--- src/rtl/syn_pkg.sv ---
// Shared definitions for the synapse weight bank.
//   syn_state_t      : controller state encoding
//   SYN_*_DEF        : default parameter values for syn_weight_bank
//   SYN_LFSR_TAPS    : feedback taps of the 8-bit random generator
//   lfsr_next()      : one generator step
package syn_pkg;

   typedef enum logic [1:0] {
      ST_IDLE = 2'd0,
      ST_RD   = 2'd1,
      ST_RSP  = 2'd2,
      ST_CLR  = 2'd3
   } syn_state_t;

   localparam int         SYN_N_SYN_DEF     = 128;
   localparam int         SYN_COL_W_DEF     = 8;
   localparam int         SYN_NUM_COL_DEF   = 4;
   localparam int         SYN_RC_DEPTH_DEF  = 4;
   localparam logic [7:0] SYN_LFSR_SEED_DEF = 8'hA5;

   // x^8 + x^6 + x^5 + x^4 + 1, Fibonacci form: feedback from bits 7, 5, 4, 3
   localparam logic [7:0] SYN_LFSR_TAPS = 8'hB8;

   function automatic logic [7:0] lfsr_next(input logic [7:0] cur);
      return {cur[6:0], ^(cur & SYN_LFSR_TAPS)};
   endfunction

endpackage

--- src/rtl/syn_rc_cam.sv ---
// Rich-club decimal weight table: a small fully associative store of
// (synapse tag, decimal weight) pairs with valid bits and round-robin
// replacement once every entry is in use.
// Ports:
//   clk, rst     clock, async active-low reset (clears valid bits and pointer)
//   clr          synchronous clear of valid bits and pointer
//   wr_en        write wr_data under tag lk_tag
//   lk_tag       tag used for both lookup and write
//   wr_data      decimal weight to store
//   hit          lk_tag matches a valid entry
//   hit_data     data of the matching entry (lowest index if several)
//   full         every entry valid
module syn_rc_cam
   import syn_pkg::*;
#(
   parameter int TAG_W  = 7,
   parameter int DATA_W = 8,
   parameter int DEPTH  = 4
)(
   input  logic              clk,
   input  logic              rst,
   input  logic              clr,
   input  logic              wr_en,
   input  logic [TAG_W-1:0]  lk_tag,
   input  logic [DATA_W-1:0] wr_data,
   output logic              hit,
   output logic [DATA_W-1:0] hit_data,
   output logic              full
);

   localparam int PW = (DEPTH > 1) ? $clog2(DEPTH) : 1;

   logic [TAG_W-1:0]  tag_q  [DEPTH];
   logic [DATA_W-1:0] data_q [DEPTH];
   logic [DEPTH-1:0]  vld_q;
   logic [PW-1:0]     rr_q;
   logic [PW-1:0]     hit_idx;
   logic [PW-1:0]     free_idx;
   logic [PW-1:0]     wr_idx;

   // Descending scans so the lowest matching / free index wins.
   always_comb begin
      hit      = 1'b0;
      hit_idx  = '0;
      free_idx = '0;
      for (int i = DEPTH - 1; i >= 0; i--) begin
         if (vld_q[i] && (tag_q[i] == lk_tag)) begin
            hit     = 1'b1;
            hit_idx = PW'(i);
         end
         if (!vld_q[i]) begin
            free_idx = PW'(i);
         end
      end
   end

   assign full     = &vld_q;
   assign hit_data = data_q[hit_idx];
   assign wr_idx   = hit ? hit_idx : (full ? rr_q : free_idx);

   always_ff @(posedge clk or negedge rst) begin
      if (!rst) begin
         vld_q <= '0;
         rr_q  <= '0;
      end else if (clr) begin
         vld_q <= '0;
         rr_q  <= '0;
      end else if (wr_en) begin
         vld_q[wr_idx] <= 1'b1;
         if (!hit && full) begin
            rr_q <= (rr_q == PW'(DEPTH - 1)) ? '0 : rr_q + 1'b1;
         end
      end
   end

   // Tags and data are qualified by vld_q, so they need no reset.
   always_ff @(posedge clk) begin
      if (wr_en && !clr) begin
         tag_q[wr_idx]  <= lk_tag;
         data_q[wr_idx] <= wr_data;
      end
   end

endmodule

--- src/rtl/syn_weight_bank.sv ---
// Synapse weight bank: integer weights in a byte-lane block RAM, decimal
// weights from the rich-club table or, on a miss, from an 8-bit LFSR.
// Writes finish in IDLE in one cycle; reads return two cycles after accept.
// Ports:
//   clk, rst                clock, async active-low reset
//   kill                    synchronous clear of table and response registers
//   req_valid/req_ready     request handshake
//   req_we, req_rc          write/read select, target rich-club table
//   req_addr                synapse index
//   req_wint, req_wdeci     integer / decimal weight to write
//   rsp_valid               one-cycle read data strobe
//   rsp_weight, rsp_hit     {integer, decimal} result, decimal came from table
//   rc_full                 rich-club table has no free entry
//
// state | meaning
// IDLE  | accepting requests; writes complete here
// RD    | RAM word and table lookup available, response is built
// RSP   | rsp_valid high, response registers loaded
// CLR   | one cycle after kill, nothing accepted
module syn_weight_bank
   import syn_pkg::*;
#(
   parameter int         N_SYN     = SYN_N_SYN_DEF,
   parameter int         COL_W     = SYN_COL_W_DEF,
   parameter int         NUM_COL   = SYN_NUM_COL_DEF,
   parameter int         RC_DEPTH  = SYN_RC_DEPTH_DEF,
   parameter logic [7:0] LFSR_SEED = SYN_LFSR_SEED_DEF
)(
   input  logic                     clk,
   input  logic                     rst,
   input  logic                     kill,
   input  logic                     req_valid,
   output logic                     req_ready,
   input  logic                     req_we,
   input  logic                     req_rc,
   input  logic [$clog2(N_SYN)-1:0] req_addr,
   input  logic [COL_W-1:0]         req_wint,
   input  logic [COL_W-1:0]         req_wdeci,
   output logic                     rsp_valid,
   output logic [2*COL_W-1:0]       rsp_weight,
   output logic                     rsp_hit,
   output logic                     rc_full
);

   localparam int AW = $clog2(N_SYN);
   localparam int LW = $clog2(NUM_COL);
   localparam int RW = AW - LW;

   syn_state_t state_q, state_n;

   logic [AW-1:0] rd_addr_q;
   logic          rd_rc_q;
   logic [7:0]    lfsr_q;
   logic [7:0]    lfsr_nx;

   logic          accept, wr_acc, rd_acc;
   logic [RW-1:0] row;
   logic [LW-1:0] lane;
   logic [LW-1:0] rd_lane;

   logic [AW-1:0]    lk_tag;
   logic             cam_hit;
   logic [COL_W-1:0] cam_data;
   logic             rd_hit;

   logic [NUM_COL-1:0][COL_W-1:0] ram [N_SYN/NUM_COL];
   logic [NUM_COL-1:0][COL_W-1:0] ram_q;

   always_comb begin
      state_n   = state_q;
      req_ready = 1'b0;
      if (kill) begin
         state_n = ST_CLR;
      end else begin
         case (state_q)
            ST_IDLE: begin
               req_ready = rst;
               if (req_valid && !req_we) state_n = ST_RD;
            end
            ST_RD:   state_n = ST_RSP;
            ST_RSP:  state_n = ST_IDLE;
            ST_CLR:  state_n = ST_IDLE;
            default: state_n = ST_IDLE;
         endcase
      end
   end

   assign accept  = req_valid && req_ready;
   assign wr_acc  = accept && req_we;
   assign rd_acc  = accept && !req_we;
   assign row     = req_addr[AW-1:LW];
   assign lane    = req_addr[LW-1:0];
   assign rd_lane = rd_addr_q[LW-1:0];
   assign lfsr_nx = lfsr_next(lfsr_q);

   // The table sees the write address in IDLE and the latched read address
   // in RD; the two never overlap because only one request is in flight.
   assign lk_tag = (state_q == ST_RD) ? rd_addr_q : req_addr;
   assign rd_hit = rd_rc_q && cam_hit;

   syn_rc_cam #(
      .TAG_W  (AW),
      .DATA_W (COL_W),
      .DEPTH  (RC_DEPTH)
   ) u_rc_cam (
      .clk      (clk),
      .rst      (rst),
      .clr      (kill),
      .wr_en    (wr_acc && req_rc),
      .lk_tag   (lk_tag),
      .wr_data  (req_wdeci),
      .hit      (cam_hit),
      .hit_data (cam_data),
      .full     (rc_full)
   );

   // Byte-lane write, registered read; no reset so it maps to block RAM.
   always_ff @(posedge clk) begin
      for (int i = 0; i < NUM_COL; i++) begin
         if (wr_acc && (lane == LW'(i))) ram[row][i] <= req_wint;
      end
      if (rd_acc) ram_q <= ram[row];
   end

   always_ff @(posedge clk or negedge rst) begin
      if (!rst) begin
         state_q    <= ST_IDLE;
         rd_addr_q  <= '0;
         rd_rc_q    <= 1'b0;
         lfsr_q     <= LFSR_SEED;
         rsp_valid  <= 1'b0;
         rsp_weight <= '0;
         rsp_hit    <= 1'b0;
      end else begin
         state_q   <= state_n;
         rsp_valid <= 1'b0;
         if (rd_acc) begin
            rd_addr_q <= req_addr;
            rd_rc_q   <= req_rc;
         end
         if (kill) begin
            rsp_weight <= '0;
            rsp_hit    <= 1'b0;
         end else if (state_q == ST_RD) begin
            rsp_valid  <= 1'b1;
            rsp_hit    <= rd_hit;
            rsp_weight <= {ram_q[rd_lane], rd_hit ? cam_data : COL_W'(lfsr_nx)};
            if (!rd_hit) lfsr_q <= lfsr_nx;
         end
      end
   end

endmodule

--- config.mk ---
export PLATFORM = sky130hd
export DESIGN_NAME = syn_weight_bank
export DESIGN_NICKNAME = d
export VERILOG_FILES = /design/src/rtl/syn_pkg.sv /design/src/rtl/syn_rc_cam.sv /design/src/rtl/syn_weight_bank.sv
export SDC_FILE = /design/constraint.sdc
export NUM_CORES = 1
export LEC_CHECK = 0
export BUFFER_PORTS_ARGS = -buffer_cell sky130_fd_sc_hd__buf_4
export CAP_MARGIN = 20
export CELL_PAD_IN_SITES_DETAIL_PLACEMENT = 1
export CELL_PAD_IN_SITES_GLOBAL_PLACEMENT = 2
export CORE_ASPECT_RATIO = 2
export CORE_MARGIN = 3
export CORE_UTILIZATION = 45
export CTS_BUF_LIST = sky130_fd_sc_hd__clkbuf_16
export CTS_CLUSTER_SIZE = 24
export DETAILED_ROUTE_END_ITERATION = 6
export HOLD_SLACK_MARGIN = 0.12
export PLACE_DENSITY = 0.81
export SKIP_LAST_GASP = 1
export SLEW_MARGIN = 20
export SYNTH_ARGS = -nofsm -noshare
export SYNTH_HDL_FRONTEND = slang
export SYNTH_SLANG_ARGS = --single-unit
--- constraint.sdc ---
create_clock -name clk -period 3.25 [get_ports clk]
set_input_delay 0.1625 -clock clk [delete_from_list [all_inputs] [get_ports clk]]
set_output_delay 0.1625 -clock clk [all_outputs]
set_load 0.05 [all_outputs]
==> impl_metrics.yaml, run 1 <==
floorplanning:
  die_h_um: 451.7
  core_area_sq_um: 97900
  pin_count: 49
  start_util_pct: 45.65
  floorplan.rows: 162
  die_area_sq_um: 103400
  die_w_um: 228.8
layout:
  finalInstanceArea_sq_um: 51310
  fin_cells: 3796
  final_nets: 2443
  area_growth_pct: 14.81
  final_layout_size_suffix_gt1_share_pct: 27.75
sta:
  relSlewSlack_pct: 19.84
  rsz0062_at_grt: "true"
  tightest_slew_ns: 1.196
  clock.fmax_mhz: 309.7
  finClkSkew_ns: 0.02478
  slew_viol_final: 0
  period_needed_ns: 3.229
  setup_viol: 0
  hold_viol_final: 0
  tns_ns: 0
  finalCritPeriodShare_pct: 99.37
min_path:
  hp-class: "input pin to register"
  min_to: "u_rc_cam.data_q[2][5]"
  min_path_cells: 2
  hp-start: "req_wdeci[5]"
pwr:
  cellPowerDensity_nw_per_um2: 570.8
  finalPower_uw: 29290
  p_leak_uw: 0.01627
  ir_drop_mv: 0.3848
clock_network:
  clk_pin_slew_ns: 0.08
  cts-htree-levels: 3
  clock_latency_ns: 0.70
  cts_sinks: 1158
  clockBufferDepth: 3
  numCtsBuffers: 93
  cts_tree: "built"
  clock-root-buffer: "clkbuf_16"
placed_design:
  placed_area_sq_um: 47920
  dp.final_hpwl_um: 84160
  placed_cells: 3594
  portBuffers: 48
  gp_congestion: 0.9021
synth:
  ys_seq_area_share_pct: 77.35
  synth_ff_type: "edfxtp_1"
  synthMuxAreaShare_pct: 13.95
  syn_area_per_cell_sq_um: 20.76
  synth_nets: 2183
  ys_ff_latch: 1158
  ys_types: 66
  synth_adder_area_share_pct: 0.02800
  yosysWarnings: 0
  synth_compound_area_share_pct: 3.701
  netlist_area_sq_um: 44690
  synthXorXnorAreaFrac_pct: 0.3528
  syn_inst: 2153
  synth-edff-count: 1116
  synthSimpleGateAreaFrac_pct: 3.335
  synthArstFlopShare_pct: 3.627
  synth_top_family_by_area: "multiplexers"
critical_path:
  crit_path_end_kind: "register"
  worstSetupStartpointType: "register"
  r2r_setup_slack_ns: 0.02
  arrival_ns: 3.63
  worstReg2RegStart: "state_q[1]"
  timing.rr.end: "u_rc_cam.tag_q[0][1]"
  r2r.worst_path.cells: 12
  critPathRequiredTime_ns: 3.65
  crit_type: "register to register"
  crit_fanout: 7
route:
  post_drt_wl_per_cell_um: 33.13
  viasPerCell: 6.089
  drt-pass1-iter-count: 5
  wl_um: 125700
  drt_iter0_drc: 2801
  ant_nets: 0
  vias: 23110
  drc: 0
global_routing:
  grt_pass1_vias: 25190
  grt-ovfl-total: 0
  grt_start_max_net_pins: 97
  grt_usage_pct: 24.55
  grt_pass1_wl_um: 182300
  antenna_found_initial: 2
outcome:
  outcome: "finished, final reports clean"
flow_run:
  cap_violations: 0
[critical path: stages (launching register included)]
cell       delay [ns]
dfrtp_1          0.44
buf_4            0.16
and3b_1          0.25
a211oi_1         0.08
a2111oi_2        0.47
buf_4            0.19
o2111ai_1        0.16
or2_1            0.31
buf_4            0.16
nand2_1          0.09
a31oi_1          0.07
nor3_2           0.33
buf_4            0.22
[kinds of logic (layout without fill, tap and decap cells)]
family                     Yosys count  after routing
DFF                               1158           1158
and+or+nand+nor                    322            322
muxes                              292            292
AOI/OAI and AO/OA                  220            220
buffers and inverters              142            472
xor gates and xnor gates            18             18
adders and majority gates            1              1
other                                0              1
[synth_stat cells, drive strengths merged (10+ instances only)]
cell	number	area share (%)
clkbuf	82	0.69
mux2i	20	0.45
buf	32	0.35
a22oi	130	2.2
mux4	264	13
o221ai	10	0.20
a21oi	21	0.25
nor3	13	0.17
inv	28	0.24
nand4	33	0.46
edfxtp	1116	75
dfrtp	38	2.1
xor2	13	0.25
nor2	147	1.2
nor2b	18	0.26
nand2	76	0.64
[cells in the final DEF, fill, tap and decap left out, types with 16 or more instances in the layout]
cell type,count
nand2_1,75
dfrtp_1,38
clkinv_1,16
nor2_1,143
nand4_1,33
dlygate4sd3_1,32
inv_1,43
mux2i_1,18
buf_4,228
edfxtp_1,1116
clkinv_2,16
mux4_2,264
nor2b_1,17
a22oi_1,130
a21oi_1,19
clkbuf_16,93
[what timing repair did]
item,4_1_cts,5_1_grt
gates resized for setup,3,11
pin swaps,4,4
hold endpoints to repair,312,57
buffers inserted,1,2
hold buffers,31,1
setup endpoints to repair,41,56
[metal layers]
layer  wire (um)  vias up  track usage, %
li1            -     9455               -
met1       42350    12350           27.25
met2       67730      996           44.53
met3        6551      317           3.312
met4        9124        0           15.34
met5           0        -               0
[flip-flops by register name, summed over array words and instances, names as in the netlist]
| signal | cells |
|---|---|
| u_rc_cam.rr_q | 2 |
| rsp_hit | 1 |
| rd_rc_q | 1 |
| rsp_valid | 1 |
| u_rc_cam.vld_q | 4 |
| state_q | 2 |
| rd_addr_q | 7 |
| u_rc_cam.data_q | 32 |
| ram_q | 32 |
| lfsr_q | 8 |
| ram | 1024 |
| rsp_weight | 16 |
| u_rc_cam.tag_q | 28 |
[report_power, final]
part / switching [uW] / leakage, uW / internal (uW) / total [uW]
logic: 978 / 0.00416 / 576 / 1550
registers: 52.1 / 0.0106 / 16400 / 16400
clock network: 5320 / 0.00152 / 5980 / 11300
[final cells by class]
| class | instances | area (sq um) |
|---|---|---|
| clock buffer | 93 | 2327 |
| fill | 8590 | 46590 |
| clock inverter | 72 | 638.1 |
| timing repair buffer | 279 | 2384 |
| multi-input combinational | 853 | 9643 |
| sequential | 1158 | 34570 |
| inverter | 28 | 105.1 |
| antenna | 1 | 2.502 |
| tap | 1312 | 1642 |
[per-stage QoR]
step,hold WS (ns),setup WS [ns],utilization (%)
after floorplan,-0.1331,0.1250,-
after global placement,0.3319,-0.08910,48.95
after detailed placement,0.3336,-0.03396,48.95
after CTS,0.1781,0.001701,52.31
after global routing,0.2208,-0.07681,52.41
final,0.2296,0.02058,52.41
[how the worst max path moves through the flow]
stage                from                     to  slack, ns  depth (start not counted)
5_1_grt        state_q[1]   u_rc_cam.tag_q[0][1]      -0.08                         12
4_1_cts        state_q[1]  u_rc_cam.data_q[3][3]      0.002                         11
3_5_place_dp   state_q[1]  u_rc_cam.data_q[0][6]      -0.03                         11
3_3_place_gp   state_q[1]  u_rc_cam.data_q[1][2]      -0.09                         10
6_report       state_q[1]   u_rc_cam.tag_q[0][1]       0.02                         12
2_1_floorplan  state_q[1]  u_rc_cam.data_q[1][0]       0.12                          9
Note: power is estimated with default switching activity, not from simulation.
==> run 2: changes to the inputs <==
- CORE_UTILIZATION: 45 -> 50
- PLACE_DENSITY: 0.81 -> 0.85
- clock period: 3.25 -> 3.4 ns (I/O delays scaled with it)
==> impl_metrics.yaml, run 2 (synthesized netlist as in run 1, its figures left out) <==
outcome:
  outcome: "finished, final reports clean"
pwr:
  cellPowerDensity_nw_per_um2: 550.2
  p_leak_uw: 0.01617
  p_int_uw: 22010
  ir_drop_mv: 0.3902
  combinationalPowerShare_pct: 5.1
  finalPower_uw: 28020
  swShare_pct: 21.44
  seq_power_share_pct: 56.1
  netSwitchingPower_uw: 6007
  clock_power_share_pct: 38.8
placed_design:
  placed_cells: 3435
  gp_congestion: 0.9128
  dp.final_hpwl_um: 82230
  portBuffers: 48
  dp_slack_ns: -0.001890
  placed_area_sq_um: 47590
layout:
  final_nets: 2416
  utilization_pct: 57.58
  fill_cells: 7422
  area_growth_pct: 13.95
  finalInstanceArea_sq_um: 50920
  layout_common_cells: "edfxtp_1 (1,116), mux4_2 (264), buf_4 (213)"
  largest_reg_flops: 1024
  regMostFlops: "ram"
  fin_cells: 3638
  final_layout_size_suffix_gt1_share_pct: 26.86
  reg_top3: "ram (1024), ram_q (32), u_rc_cam.data_q (32)"
  final_common_cell: "edfxtp_1"
global_routing:
  gr-max-usage-layer: "met2"
  grt-ovfl-total: 0
  grt_pass1_vias: 25000
  use_met1_pct: 30.19
  grt_pass1_wl_um: 179500
  grt_start_max_net_pins: 114
  met2_usage_pct: 48.36
  antenna_found_initial: 0
  grt_use_met3_pct: 4.062
  grt_usage_pct: 27.04
clock_network:
  clk_pin_slew_ns: 0.08
  numCtsBuffers: 94
  cts_tree: "built"
  clockBufferDepth: 3
  postCtsSetupBuffers: 0
  cts_sinks: 1158
  clock_latency_ns: 0.71
  clock-root-buffer: "clkbuf_16"
  cts-htree-levels: 3
min_path:
  hp-start: "req_wint[0]"
  min_to: "ram[8][8]"
  min_path_cells: 1
  hp-class: "input pin to register"
sta:
  finalCritPeriodShare_pct: 94.65
  finClkSkew_ns: 0.02946
  period_needed_ns: 3.218
  clock.fmax_mhz: 310.7
  relSlewSlack_pct: 25.21
  setup_viol: 0
  hold_viol_final: 0
  slew_viol_final: 0
  tightest_slew_ns: 1.122
  rsz0062_at_grt: "false"
  post-route-worst-setup-slack_ns: 0.1819
critical_path:
  worstReg2RegStart: "state_q[1]"
  worstSetupStartpointType: "register"
  crit_path_end_kind: "register"
  timing.rr.end: "u_rc_cam.data_q[1][3]"
  r2r_setup_slack_ns: 0.18
  critPathRequiredTime_ns: 3.79
  r2r.worst_path.cells: 10
  crit_fanout: 18
  arrival_ns: 3.61
  crit_type: "register to register"
floorplanning:
  start_util_pct: 50.53
  die_h_um: 428.8
  pin_count: 49
  die_area_sq_um: 93220
  core_area_sq_um: 88440
  floorplan.rows: 154
  die_w_um: 217.4
route:
  viasPerCell: 6.340
  ant_nets: 0
  drc: 0
  post_drt_wl_per_cell_um: 34.11
  vias: 23060
  drt-pass1-iter-count: 5
  drt_iter0_drc: 2679
  wl_um: 124100
flow_run:
  cap_violations: 0
run 2: cell count changes in the layout (fill, tap and decap cells not counted), sizes merged:
| cell | delta |
|---|---|
| clkinvlp | +4 |
| clkinv | +6 |
| clkbuf | +1 |
| buf | -20 |
| inv | -2 |
| diode | +2 |
| bufinv | +1 |
| dlygate4sd3 | -8 |
run 2: worst max-delay path by stage:
stage / slack (ns) / from / endpoint / depth (start not counted)
final: 0.18 / state_q[1] / u_rc_cam.data_q[1][3] / 10
after global routing: 0.0008 / state_q[1] / u_rc_cam.data_q[3][0] / 10
after CTS: 0.03 / state_q[1] / u_rc_cam.data_q[1][2] / 10
after detailed placement: -0.002 / state_q[1] / u_rc_cam.data_q[1][4] / 10
after global placement: 0.04 / state_q[1] / u_rc_cam.data_q[1][7] / 10
after floorplan: 0.0005 / state_q[1] / u_rc_cam.data_q[0][0] / 9
run 2: worst max-delay path: stages, from the launching register on:
cell,delay (ns)
dfrtp_1,0.44
nand2b_1,0.23
buf_4,0.25
a2111oi_2,0.41
a211oi_1,0.13
a211o_1,0.32
or2_1,0.31
a21oi_4,0.23
nor2_1,0.10
nor3_2,0.25
buf_4,0.24
run 2: through the flow:
| step | setup TNS [ns] | hold slack (ns) |
|---|---|---|
| after floorplan | 0 | -0.1256 |
| after global placement | 0 | 0.3313 |
| after detailed placement | -0.01173 | 0.3433 |
| after CTS | 0 | 0.1258 |
| after global routing | 0 | 0.1690 |
| final | 0 | 0.1306 |
run 2: power by group through the flow:
| stage | logic, uW | registers, uW | clock network, uW |
|---|---|---|---|
| floorplan | 704 | 16000 | 0 |
| global placement | 1370 | 16000 | 0 |
| detailed placement | 1410 | 16000 | 0 |
| CTS | 1440 | 15700 | 11000 |
| global route | 1520 | 15700 | 11500 |
| finish | 1440 | 15700 | 10900 |
run 2: cell type report:
type / instances / area [sq um] / area share (%)
timing repair buffer: 251 / 2117 / 4.157
multi-input combinational: 853 / 9624 / 18.90
tap: 1170 / 1464 / 2.875
clock buffer: 94 / 2352 / 4.619
inverter: 28 / 105.1 / 0.2064
sequential: 1158 / 34570 / 67.88
clock inverter: 81 / 685.7 / 1.346
antenna: 3 / 7.507 / 0.01474
run 2: what timing repair did:
action | 4_1_cts | 5_1_grt
hold buffers | 23 | 1
endpoints found under the setup margin | 15 | 30
endpoints found under the hold margin | 205 | 27
cloned | 0 | 0
gates resized for setup | 1 | 4
pin swaps | 0 | 2
run 2: layer usage:
layer	share of wire, %	wire length, um	up-vias
li1	-	-	9415
met1	33	40480	12260
met2	54	67130	1091
met3	6.0	7430	298
met4	7.3	9059	0
met5	0	0	-
